===== src/rtl/dcache_controller_if.sv =====
// CPU-side and memory-side signal bundle of the data cache controller.
// The controller connects through the slave modport; the CPU/memory side uses master.
interface dcache_controller_if #(
    parameter int ADDRESS_WIDTH = 10,
    parameter int BLOCK_SIZE    = 128,
    parameter int WORD_WIDTH    = 32
) ();
    logic [ADDRESS_WIDTH-1:0] i_CpuAddress;
    logic [WORD_WIDTH-1:0]    i_CpuWriteData;
    logic                     i_CpuRead;
    logic                     i_CpuWrite;
    logic [WORD_WIDTH-1:0]    o_CpuReadData;
    logic                     o_CpuStall;
    logic                     o_MemReadEnable;
    logic                     o_MemWriteEnable;
    logic [ADDRESS_WIDTH-1:0] o_MemAddressCpu;
    logic [ADDRESS_WIDTH-1:0] o_MemAddressCache;
    logic [BLOCK_SIZE-1:0]    o_MemDataToMem;
    logic [BLOCK_SIZE-1:0]    i_MemDataToCache;
    logic                     i_MemReady;
    logic [15:0]              o_HitCount;
    logic [15:0]              o_MissCount;

    modport slave (
        input  i_CpuAddress, i_CpuWriteData, i_CpuRead, i_CpuWrite,
        input  i_MemDataToCache, i_MemReady,
        output o_CpuReadData, o_CpuStall,
        output o_MemReadEnable, o_MemWriteEnable,
        output o_MemAddressCpu, o_MemAddressCache, o_MemDataToMem,
        output o_HitCount, o_MissCount
    );

    modport master (
        output i_CpuAddress, i_CpuWriteData, i_CpuRead, i_CpuWrite,
        output i_MemDataToCache, i_MemReady,
        input  o_CpuReadData, o_CpuStall,
        input  o_MemReadEnable, o_MemWriteEnable,
        input  o_MemAddressCpu, o_MemAddressCache, o_MemDataToMem,
        input  o_HitCount, o_MissCount
    );
endinterface


===== src/rtl/dcache_controller.sv =====
// Direct-mapped, write-back, write-allocate data cache controller with
// single-cycle hits and a level-enable/ready block memory interface.
module dcache_controller #(
    parameter int ADDRESS_WIDTH = 10,
    parameter int BLOCK_SIZE    = 128,
    parameter int WORD_WIDTH    = 32,
    parameter int NUM_LINES     = 16
) (
    input  logic                 i_clk,
    input  logic                 i_reset,
    dcache_controller_if.slave   bus
);
    // state     | meaning
    // S_IDLE    | serving hits; a miss is detected and latched here
    // S_WRBACK  | dirty victim block being written to memory
    // S_ALLOC   | requested block being refilled from memory
    localparam logic [1:0] S_IDLE   = 2'd0;
    localparam logic [1:0] S_WRBACK = 2'd1;
    localparam logic [1:0] S_ALLOC  = 2'd2;

    localparam int WORDS    = BLOCK_SIZE / WORD_WIDTH;
    localparam int OFFSET_W = $clog2(WORDS);
    localparam int INDEX_W  = $clog2(NUM_LINES);
    localparam int TAG_W    = ADDRESS_WIDTH - OFFSET_W - INDEX_W;

    logic [1:0]                          state;
    logic [NUM_LINES-1:0]                valid;
    logic [NUM_LINES-1:0]                dirty;
    logic [TAG_W-1:0]                    tag_mem  [NUM_LINES];
    logic [WORDS-1:0][WORD_WIDTH-1:0]    data_mem [NUM_LINES];
    logic [ADDRESS_WIDTH-1:0]            req_addr;
    logic [ADDRESS_WIDTH-1:0]            wb_addr;
    logic [BLOCK_SIZE-1:0]               wb_data;
    logic [15:0]                         hit_cnt;
    logic [15:0]                         miss_cnt;

    logic [OFFSET_W-1:0] cpu_off;
    logic [INDEX_W-1:0]  cpu_idx;
    logic [TAG_W-1:0]    cpu_tag;
    logic [INDEX_W-1:0]  req_idx;
    logic [TAG_W-1:0]    req_tag;
    logic                request;
    logic                hit;
    logic                in_idle;
    logic                fill_en;
    logic                store_en;

    assign cpu_off  = bus.i_CpuAddress[OFFSET_W-1:0];
    assign cpu_idx  = bus.i_CpuAddress[OFFSET_W +: INDEX_W];
    assign cpu_tag  = bus.i_CpuAddress[ADDRESS_WIDTH-1 -: TAG_W];
    assign req_idx  = req_addr[OFFSET_W +: INDEX_W];
    assign req_tag  = req_addr[ADDRESS_WIDTH-1 -: TAG_W];

    assign request  = bus.i_CpuRead | bus.i_CpuWrite;
    assign hit      = valid[cpu_idx] && (tag_mem[cpu_idx] == cpu_tag);
    assign in_idle  = (state == S_IDLE);
    assign fill_en  = (state == S_ALLOC) && bus.i_MemReady;
    assign store_en = in_idle && bus.i_CpuWrite && hit;

    assign bus.o_CpuStall        = !in_idle || (request && !hit);
    assign bus.o_CpuReadData     = (in_idle && hit && bus.i_CpuRead && !bus.i_CpuWrite)
                                   ? data_mem[cpu_idx][cpu_off] : '0;
    assign bus.o_MemWriteEnable  = (state == S_WRBACK);
    assign bus.o_MemReadEnable   = (state == S_ALLOC);
    assign bus.o_MemAddressCpu   = req_addr;
    assign bus.o_MemAddressCache = wb_addr;
    assign bus.o_MemDataToMem    = wb_data;
    assign bus.o_HitCount        = hit_cnt;
    assign bus.o_MissCount       = miss_cnt;

    // Tag and data storage carry no reset; valid bits alone define contents.
    always_ff @(posedge i_clk) begin
        if (!i_reset) begin
            if (fill_en) begin
                tag_mem[req_idx]  <= req_tag;
                data_mem[req_idx] <= bus.i_MemDataToCache;
            end else if (store_en) begin
                data_mem[cpu_idx][cpu_off] <= bus.i_CpuWriteData;
            end
        end
    end

    always_ff @(posedge i_clk) begin
        if (i_reset) begin
            state    <= S_IDLE;
            valid    <= '0;
            dirty    <= '0;
            req_addr <= '0;
            wb_addr  <= '0;
            wb_data  <= '0;
            hit_cnt  <= '0;
            miss_cnt <= '0;
        end else begin
            case (state)
                S_IDLE: begin
                    if (request && hit) begin
                        if (hit_cnt != 16'hFFFF) hit_cnt <= hit_cnt + 16'd1;
                        if (bus.i_CpuWrite) dirty[cpu_idx] <= 1'b1;
                    end else if (request) begin
                        if (miss_cnt != 16'hFFFF) miss_cnt <= miss_cnt + 16'd1;
                        req_addr <= {cpu_tag, cpu_idx, {OFFSET_W{1'b0}}};
                        if (valid[cpu_idx] && dirty[cpu_idx]) begin
                            wb_addr <= {tag_mem[cpu_idx], cpu_idx, {OFFSET_W{1'b0}}};
                            wb_data <= data_mem[cpu_idx];
                            state   <= S_WRBACK;
                        end else begin
                            state   <= S_ALLOC;
                        end
                    end
                end
                S_WRBACK: begin
                    if (bus.i_MemReady) begin
                        dirty[req_idx] <= 1'b0;
                        state          <= S_ALLOC;
                    end
                end
                S_ALLOC: begin
                    if (bus.i_MemReady) begin
                        valid[req_idx] <= 1'b1;
                        dirty[req_idx] <= 1'b0;
                        state          <= S_IDLE;
                    end
                end
                default: state <= S_IDLE;
            endcase
        end
    end
endmodule


===== src/flat_wrapper.sv =====
// flat-port wrapper written by rule: the top's interface ports become plain ports
module dcache_controller_flat 
#(
    parameter int ADDRESS_WIDTH = 10,
    parameter int BLOCK_SIZE    = 128,
    parameter int WORD_WIDTH    = 32,
    parameter int NUM_LINES     = 16
)
  (i_clk, i_reset, bus_i_CpuAddress, bus_i_CpuWriteData, bus_i_CpuRead, bus_i_CpuWrite, bus_i_MemDataToCache, bus_i_MemReady, bus_o_CpuReadData, bus_o_CpuStall, bus_o_MemReadEnable, bus_o_MemWriteEnable, bus_o_MemAddressCpu, bus_o_MemAddressCache, bus_o_MemDataToMem, bus_o_HitCount, bus_o_MissCount);
  dcache_controller_if #(.ADDRESS_WIDTH(ADDRESS_WIDTH), .BLOCK_SIZE(BLOCK_SIZE), .WORD_WIDTH(WORD_WIDTH)) bus_i ();
  input  logic i_clk;
  input  logic i_reset;
  input wire logic [$bits(bus_i.i_CpuAddress)-1:0] bus_i_CpuAddress;
  input wire logic [$bits(bus_i.i_CpuWriteData)-1:0] bus_i_CpuWriteData;
  input wire logic [$bits(bus_i.i_CpuRead)-1:0] bus_i_CpuRead;
  input wire logic [$bits(bus_i.i_CpuWrite)-1:0] bus_i_CpuWrite;
  input wire logic [$bits(bus_i.i_MemDataToCache)-1:0] bus_i_MemDataToCache;
  input wire logic [$bits(bus_i.i_MemReady)-1:0] bus_i_MemReady;
  output wire logic [$bits(bus_i.o_CpuReadData)-1:0] bus_o_CpuReadData;
  output wire logic [$bits(bus_i.o_CpuStall)-1:0] bus_o_CpuStall;
  output wire logic [$bits(bus_i.o_MemReadEnable)-1:0] bus_o_MemReadEnable;
  output wire logic [$bits(bus_i.o_MemWriteEnable)-1:0] bus_o_MemWriteEnable;
  output wire logic [$bits(bus_i.o_MemAddressCpu)-1:0] bus_o_MemAddressCpu;
  output wire logic [$bits(bus_i.o_MemAddressCache)-1:0] bus_o_MemAddressCache;
  output wire logic [$bits(bus_i.o_MemDataToMem)-1:0] bus_o_MemDataToMem;
  output wire logic [$bits(bus_i.o_HitCount)-1:0] bus_o_HitCount;
  output wire logic [$bits(bus_i.o_MissCount)-1:0] bus_o_MissCount;
  assign bus_i.i_CpuAddress = bus_i_CpuAddress;
  assign bus_i.i_CpuWriteData = bus_i_CpuWriteData;
  assign bus_i.i_CpuRead = bus_i_CpuRead;
  assign bus_i.i_CpuWrite = bus_i_CpuWrite;
  assign bus_i.i_MemDataToCache = bus_i_MemDataToCache;
  assign bus_i.i_MemReady = bus_i_MemReady;
  assign bus_o_CpuReadData = bus_i.o_CpuReadData;
  assign bus_o_CpuStall = bus_i.o_CpuStall;
  assign bus_o_MemReadEnable = bus_i.o_MemReadEnable;
  assign bus_o_MemWriteEnable = bus_i.o_MemWriteEnable;
  assign bus_o_MemAddressCpu = bus_i.o_MemAddressCpu;
  assign bus_o_MemAddressCache = bus_i.o_MemAddressCache;
  assign bus_o_MemDataToMem = bus_i.o_MemDataToMem;
  assign bus_o_HitCount = bus_i.o_HitCount;
  assign bus_o_MissCount = bus_i.o_MissCount;
  dcache_controller #(.ADDRESS_WIDTH(ADDRESS_WIDTH), .BLOCK_SIZE(BLOCK_SIZE), .WORD_WIDTH(WORD_WIDTH), .NUM_LINES(NUM_LINES)) u_core (.i_clk(i_clk), .i_reset(i_reset), .bus(bus_i));
endmodule

===== config.mk =====
export PLATFORM = sky130hd
export DESIGN_NAME = dcache_controller_flat
export DESIGN_NICKNAME = d
export VERILOG_FILES = /design/src/rtl/dcache_controller_if.sv /design/src/rtl/dcache_controller.sv /design/src/flat_wrapper.sv
export SDC_FILE = /design/constraint.sdc
export NUM_CORES = 2
export LEC_CHECK = 0
export ABC_AREA = 1
export CORE_ASPECT_RATIO = 0.6
export CORE_UTILIZATION = 30
export CTS_BUF_LIST = sky130_fd_sc_hd__clkbuf_16
export DETAILED_ROUTE_END_ITERATION = 12
export PLACE_DENSITY = 0.57
export SETUP_SLACK_MARGIN = 0.4
export SLEW_MARGIN = 20
export SYNTH_ARGS = -nofsm -noshare
export SYNTH_HDL_FRONTEND = slang
export SYNTH_SLANG_ARGS = --single-unit
export TNS_END_PERCENT = 1

===== constraint.sdc =====
create_clock -name i_clk -period 6.15 [get_ports i_clk]
set_input_delay 1.5375 -clock i_clk [delete_from_list [all_inputs] [get_ports i_clk]]
set_output_delay 1.5375 -clock i_clk [all_outputs]
set_load 0.05 [all_outputs]

# == Yosys cells after proc, flatten, opt, wreduce, memory -nomap -nowiden ==
# Memory sizes are Yosys's and may differ from the RTL's.
# Index checks and enable logic that the tools add are counted.
# Widths: inputs -> output; s select.
# totals
ramBits,2112
input_bits,175
mem_count,2
output_inout_bits,215
reg_bits,210
# classes
magnitude_cmp,6
n_bitwise,6
reduce_logical,28
addsub,2
mux,33
n_eq_ne,12
# memory_table
memory,words,width,read_ports,rd_ports_with_merged_regs,write_ports,line,text
u_core.data_mem,16,128,1,0,1,dcache_controller.sv:30,logic [WORDS-1:0][WORD_WIDTH-1:0] data_mem [NUM_LINES];
u_core.tag_mem,16,4,1,0,1,dcache_controller.sv:29,logic [TAG_W-1:0] tag_mem [NUM_LINES];
# op_table
cell,n
$mux 128,3
$reduce_or 128->1,1
$mux 32,3
$bmux 32 s2,1
$demux 32 s2,1
$mux 16,3
$add 16x1->16 const B,2
$ne 16x16->1 const B,2
$or 16x16->16,2
$pmux 16 s2,1
$and 16x16->16,1
$not 16->16,1
$reduce_and 4->1,4
$logic_and 1x1->1,13
$lt 4x5->1 const B,2
$mux 1,10
$mux 2,5
$ne 2x2->1 const B,5
$bmux 1 s4,2
$demux 1 s4,2
$ge 4x1->1 const B,2
$pmux 2 s3,1
$reduce_and 3->1,2
$eq 4x4->1,1
14 further kinds,17

# == Depth between registers and ports, before layout ==
# depth
word_depth,10
mapped_depth,21

# == Worst setup path after synthesis ==
# No wires, ideal clock.
# synth_path
path_type,input-to-output
start,input bus_i_CpuAddress[3]
end,output bus_o_CpuReadData[17]
arrival_time_ns,4.145
setup_slack_ns,0.468
stages,14
cell_sequence,buf_4 > inv_2 > nand2_2 > inv_2 > buf_2 > buf_2 > buf_1 > clkbuf_1 > a22oi_1 > nand3_1 > nand2_1 > nand4_1 > nand2_1 > a31oi_1
# synth_via
elab_chain_cells,7
word_cells_on_any_way,12
cone_classes,1 x eq/ne; 5 x mux; 4 x reduce/logical; 2 x memory
# synth_rtl
item,line,text
start: declaration,flat_wrapper.sv:13,input wire logic [$bits(bus_i.i_CpuAddress)-1:0] bus_i_CpuAddress;
$mem_v2 16x4 or $bmux 1 s4 (tied branches),--,
$eq 4x4->1 or $mux 1 (tied branches),dcache_controller.sv:55,assign hit = valid[cpu_idx] && (tag_mem[cpu_idx] == cpu_tag);
$logic_and 1x1->1,dcache_controller.sv:55,
$logic_and 1x1->1 (3 in a row),dcache_controller.sv:61,assign bus.o_CpuReadData = (in_idle && hit && bus.i_CpuRead && !bus.i_CpuWrite)
$mux 32 (*),dcache_controller.sv:62,? data_mem[cpu_idx][cpu_off] : '0;
end: declaration,flat_wrapper.sv:19,output wire logic [$bits(bus_i.o_CpuReadData)-1:0] bus_o_CpuReadData;
# Every way passes the cells marked *; elsewhere a longest branch is shown, timed or not. The select of a mux whose other input is x is not followed.

# == Worst setup path in the final report ==
# layout_path
start,input bus_i_CpuAddress[3]
end,output bus_o_CpuReadData[3]
# The elaborated chain is that of the path after synthesis.

==> results_tabular.tex <==
\begin{tabular}{lr}
\hline
Metric & Value \\
\hline
\multicolumn{2}{l}{\textbf{Run status}} \\
Result of the run & finished, final reports clean \\
\multicolumn{2}{l}{\textbf{Timing}} \\
Final count of hold timing violations & 0 \\
Final setup violating endpoints & 0 \\
Setup TNS after final layout & 0 ns \\
Number of max-slew violations in the final report & 0 \\
Worst slew margin relative to its limit & 0.3304 \\
Min cycle time layout & about 5.8 ns \\
Final worst path period share & 0.9493 \\
Post-route clock skew & around 0.12 ns \\
Transition at the pin with the smallest max-transition slack & between 1 and 1.5 ns \\
RSZ-0062 raised after global routing & true \\
Final Hold Slack & 0.4619 ns \\
Highest Clock Rate & roughly 0.17 GHz \\
\multicolumn{2}{l}{\textbf{Clock network}} \\
Hold Buf Count CTS & 0 \\
Number of CTS-inserted buffers & between 200 and 250 \\
CTS H-Tree Depth & 4 \\
CTS clk-pin slew, worst paths & roughly 0.060 ns \\
TritonCTS clock tree & yes \\
Clock insertion delay at the later pin of the skew report & around 0.93 ns \\
Clock buffer depth & 4 \\
Cell chosen for the clock root & sky130\_fd\_sc\_hd\_\_clkbuf\_16 \\
Number of clock sinks & roughly 2300 \\
\multicolumn{2}{l}{\textbf{Hold path}} \\
Worst min-delay path category & register to register \\
Worst Hold Endpoint & u\_core.valid[14] \\
Worst hold path depth & 2 \\
Startpoint of the tightest hold check path & u\_core.valid[14] \\
\multicolumn{2}{l}{\textbf{Route}} \\
Antenna violation net count after detailed routing & 0 \\
Post-route DRC violation count & 0 \\
Final Routed Wirelength & 339300 um \\
Per-cell routed wire length & around 28 um \\
Number of DRC markers after the initial detailed-route iteration & between 8000 and 9000 \\
Via count normalized by instance count & 5.346 \\
Routed wl met2 & about 150000 um \\
Total number of vias & 64408 \\
Sum of met3 wire segment lengths after detailed routing & $\sim$34000 um \\
Met1 layer wirelength in the final routing & between 100000 and 150000 um \\
Top layer in use & met5 \\
Number of iterations in the first detailed-routing pass & 6 \\
\multicolumn{2}{l}{\textbf{Floorplan}} \\
Number of top-level pins & between 300 and 400 \\
Die height & 428.3 um \\
Die footprint & 305100 sq um \\
Effective utilization at floorplan & 0.3016 \\
X dimension of the die & just over 700 um \\
Number of rows created at floorplan & 156 \\
Area of the core region & approximately 300000 sq um \\
\multicolumn{2}{l}{\textbf{Synthesis}} \\
Largest area contributor in the synthesized netlist & sky130\_fd\_sc\_hd\_\_edfxtp\_1 \\
Flop and latch count out of synthesis & between 2000 and 2500 \\
Yosys Warn Count & 0 \\
Syn Std Cell Area & approximately 90000 sq um \\
Portion of synthesized cell area occupied by the leading cell type & 0.6981 \\
Commonest register cell after synthesis & sky130\_fd\_sc\_hd\_\_edfxtp\_1 \\
Async set-reset flop share out of synthesis & 0 \\
Synthesized instance count & 7118 \\
Number of unique standard cell types used by synthesis & 41 \\
Portion of the post-synthesis area used by sequential elements & 0.7444 \\
Cells taking the most area after synthesis & sky130\_fd\_sc\_hd\_\_edfxtp\_1 (70\%), sky130\_fd\_sc\_hd\_\_nand2\_1 (6.9\%), sky130\_fd\_sc\_hd\_\_nand3\_1 (5.6\%), sky130\_fd\_sc\_hd\_\_dfxtp\_1 (4.6\%), sky130\_fd\_sc\_hd\_\_a22oi\_1 (4.2\%) \\
Average cell area after synthesis & between 10 and 15 sq um \\
Number of enable-type register cells in the synthesized netlist & around 2100 \\
\multicolumn{2}{l}{\textbf{Place}} \\
Final estimated routing congestion in global placement & $\sim$0.95 \\
Count of buffers inserted at the top-level ports & just under 400 \\
Post-detailed-placement cell area & $\sim$100000 sq um \\
HPWL Detailed & 211300 um \\
\multicolumn{2}{l}{\textbf{Cells and area}} \\
Net count, final & 8007 \\
Post-route core utilization & 0.3739 \\
Most frequent cells in the layout & sky130\_fd\_sc\_hd\_\_edfxtp\_1 (2112), sky130\_fd\_sc\_hd\_\_nand2\_1 (1661), sky130\_fd\_sc\_hd\_\_nand3\_1 (1014) \\
Area grow syn2layout & 23.96\% \\
Leading cell type in the layout, fill and taps excluded & sky130\_fd\_sc\_hd\_\_edfxtp\_1 \\
Non-Filler Cell Area, Final & roughly 110000 sq um \\
Share of final-layout standard cells stronger than drive strength 1 & 0.1446 \\
\multicolumn{2}{l}{\textbf{Worst setup path}} \\
Highest net fanout along the worst path & between 60 and 70 \\
Critical path endpoint category & output port \\
Arrival time of the worst setup path & 4.30 ns \\
Worst reg2reg path endpoint & u\_core.data\_mem[10][68] \\
Critical path type & primary input to output port \\
Start of the worst register-to-register path & u\_core.tag\_mem[6][0] \\
Setup slack on the worst flop-to-flop path & about 2.4 ns \\
Crit path launch & bus\_i\_CpuAddress[3] \\
Critical Path Source Type & primary input \\
Number of cells traversed by the worst register-to-register path & 18 \\
Required time worst endpoint & 4.61 ns \\
\multicolumn{2}{l}{\textbf{Job}} \\
Max-capacitance violation count & 0 \\
\multicolumn{2}{l}{\textbf{Pwr}} \\
Clk network pwr share & 0.397 \\
Maximum VDD drop & 273.3 uV \\
Leak & roughly 38 nW \\
Combinational share of power & 0.080 \\
Part of the total power dissipated in sequential elements & 0.523 \\
Power density over the cells & 294.4 nW/um\^{}2 \\
Cell internal pwr & between 20 and 30 mW \\
Share of total power consumed by net switching & 0.2389 \\
Switching power & between 7 and 8 mW \\
\multicolumn{2}{l}{\textbf{GRT}} \\
Number of antenna violations at the first check in global routing & 25 \\
Pin count of the biggest net entering global routing & between 100 and 150 \\
Overall track demand over capacity in global routing & 0.2118 \\
GRT overflow & 0 \\
Number of global-route vias before repair & 60287 \\
First-pass GRT wire length & 465300 um \\
\hline
\end{tabular}
## worst max-delay path by stage
stage                                       end  slack, ns  cells past startpoint
after floorplan           bus_o_CpuReadData[17]       0.47                     14
after global placement    bus_o_CpuReadData[19]      -0.54                     14
after detailed placement  bus_o_CpuReadData[19]      -0.48                     14
after CTS                 bus_o_CpuReadData[11]       0.31                     16
after global routing      bus_o_CpuReadData[24]       0.31                     15
final                      bus_o_CpuReadData[3]       0.31                     13
## routing by layer
metal  vias up  track usage
met1     32419       0.2842
met5         -            0
met4        20       0.1212
met2      3631       0.3177
met3       579      0.04597
li1      27759            -
## through the flow
step	std cells	power (mW)	setup WS (ns)
after detailed placement	11594	20.17	-0.4758
after CTS	12015	33.16	0.3054
after floorplan	7121	18.76	0.4675
after global routing	12034	33.93	0.3060
after global placement	11594	20.15	-0.5421
final	12049	33.15	0.3120
## area by class of cell
class                      instances  area, sq um
tap                             4029         5041
multi-input combinational       4222        21780
timing repair buffer             950        10820
fill                           28517       188600
antenna                           16        40.04
inverter                         102        450.4
clock inverter                   179         1117
sequential                      2322        67620
clock buffer                     229         5731
## timing repair
action | in CTS | in global routing
cloned | 4 | 8
pin swaps | 3 | 12
setup buffers | 9 | 10
setup endpoints to repair | 32 | 32
gates resized for setup | 37 | 93
## critical path: stages
cell	delay [ns]
sky130_fd_sc_hd__buf_12	0.16
sky130_fd_sc_hd__inv_4	0.09
sky130_fd_sc_hd__nor2_4	0.22
sky130_fd_sc_hd__buf_4	0.19
sky130_fd_sc_hd__buf_16	0.29
sky130_fd_sc_hd__buf_12	0.30
sky130_fd_sc_hd__nand2_1	0.08
sky130_fd_sc_hd__a31oi_1	0.19
sky130_fd_sc_hd__or3_1	0.37
sky130_fd_sc_hd__nand2_1	0.18
sky130_fd_sc_hd__a31oi_4	0.22
sky130_fd_sc_hd__buf_6	0.14
sky130_fd_sc_hd__buf_12	0.13
## state kept, by name, indices dropped and copies added (netlist names)
register,flops
u_core.valid,16
u_core.data_mem,2048
u_core.state,2
u_core.dirty,16
u_core.bus.o_MemAddressCache,8
u_core.bus.o_MemDataToMem,128
u_core.bus.o_HitCount,16
u_core.tag_mem,64
u_core.bus.o_MemAddressCpu,8
u_core.bus.o_MissCount,16
## power by group through the flow
| stage | Clock [mW] | Combinational, mW | Sequential [mW] |
|---|---|---|---|
| final | 13.2 | 2.65 | 17.3 |
| after global routing | 13.9 | 2.74 | 17.3 |
| after CTS | 13.3 | 2.55 | 17.3 |
| after detailed placement | 0 | 2.51 | 17.7 |
| after global placement | 0 | 2.49 | 17.7 |
| after floorplan | 0 | 1.08 | 17.7 |
## cells by family after synthesis
logic type	Yosys count	synth area share
other	1	0.00004128
adders and majority gates	5	0.0006886
buffers and inverters	577	0.02578
and+or+nand+nor	3172	0.1533
DFF	2322	0.7444
xor gates and xnor gates	28	0.002699
AOI/OAI and AO/OA	1013	0.07307
## cells in the mapped netlist (3+ instances only)
cell type                  instances
sky130_fd_sc_hd__buf_4             9
sky130_fd_sc_hd__edfxtp_1       2112
sky130_fd_sc_hd__dfxtp_1         210
sky130_fd_sc_hd__a21oi_1         198
sky130_fd_sc_hd__o21ai_0          80
sky130_fd_sc_hd__nor2_4            6
sky130_fd_sc_hd__or2_2            73
sky130_fd_sc_hd__o22ai_1           9
sky130_fd_sc_hd__a22oi_1         514
sky130_fd_sc_hd__buf_2            88
sky130_fd_sc_hd__xor2_1           22
sky130_fd_sc_hd__nor4_1            3
sky130_fd_sc_hd__inv_2            10
sky130_fd_sc_hd__a31oi_1         203
sky130_fd_sc_hd__or3_1            11
sky130_fd_sc_hd__xnor2_1           6
sky130_fd_sc_hd__nand2_1        1667
sky130_fd_sc_hd__o21ai_1           3
sky130_fd_sc_hd__and2_1           35
sky130_fd_sc_hd__nor2_2            5
sky130_fd_sc_hd__clkbuf_1        283
sky130_fd_sc_hd__nand2_2          12
sky130_fd_sc_hd__nand3_1        1014
sky130_fd_sc_hd__buf_6             4
sky130_fd_sc_hd__buf_1            90
sky130_fd_sc_hd__nand4_1         115
sky130_fd_sc_hd__ha_1              5
sky130_fd_sc_hd__nor2_1          209
sky130_fd_sc_hd__nor3_1           16
sky130_fd_sc_hd__inv_1            90
sky130_fd_sc_hd__o21bai_1          4
(Power assumes the default switching activity.)
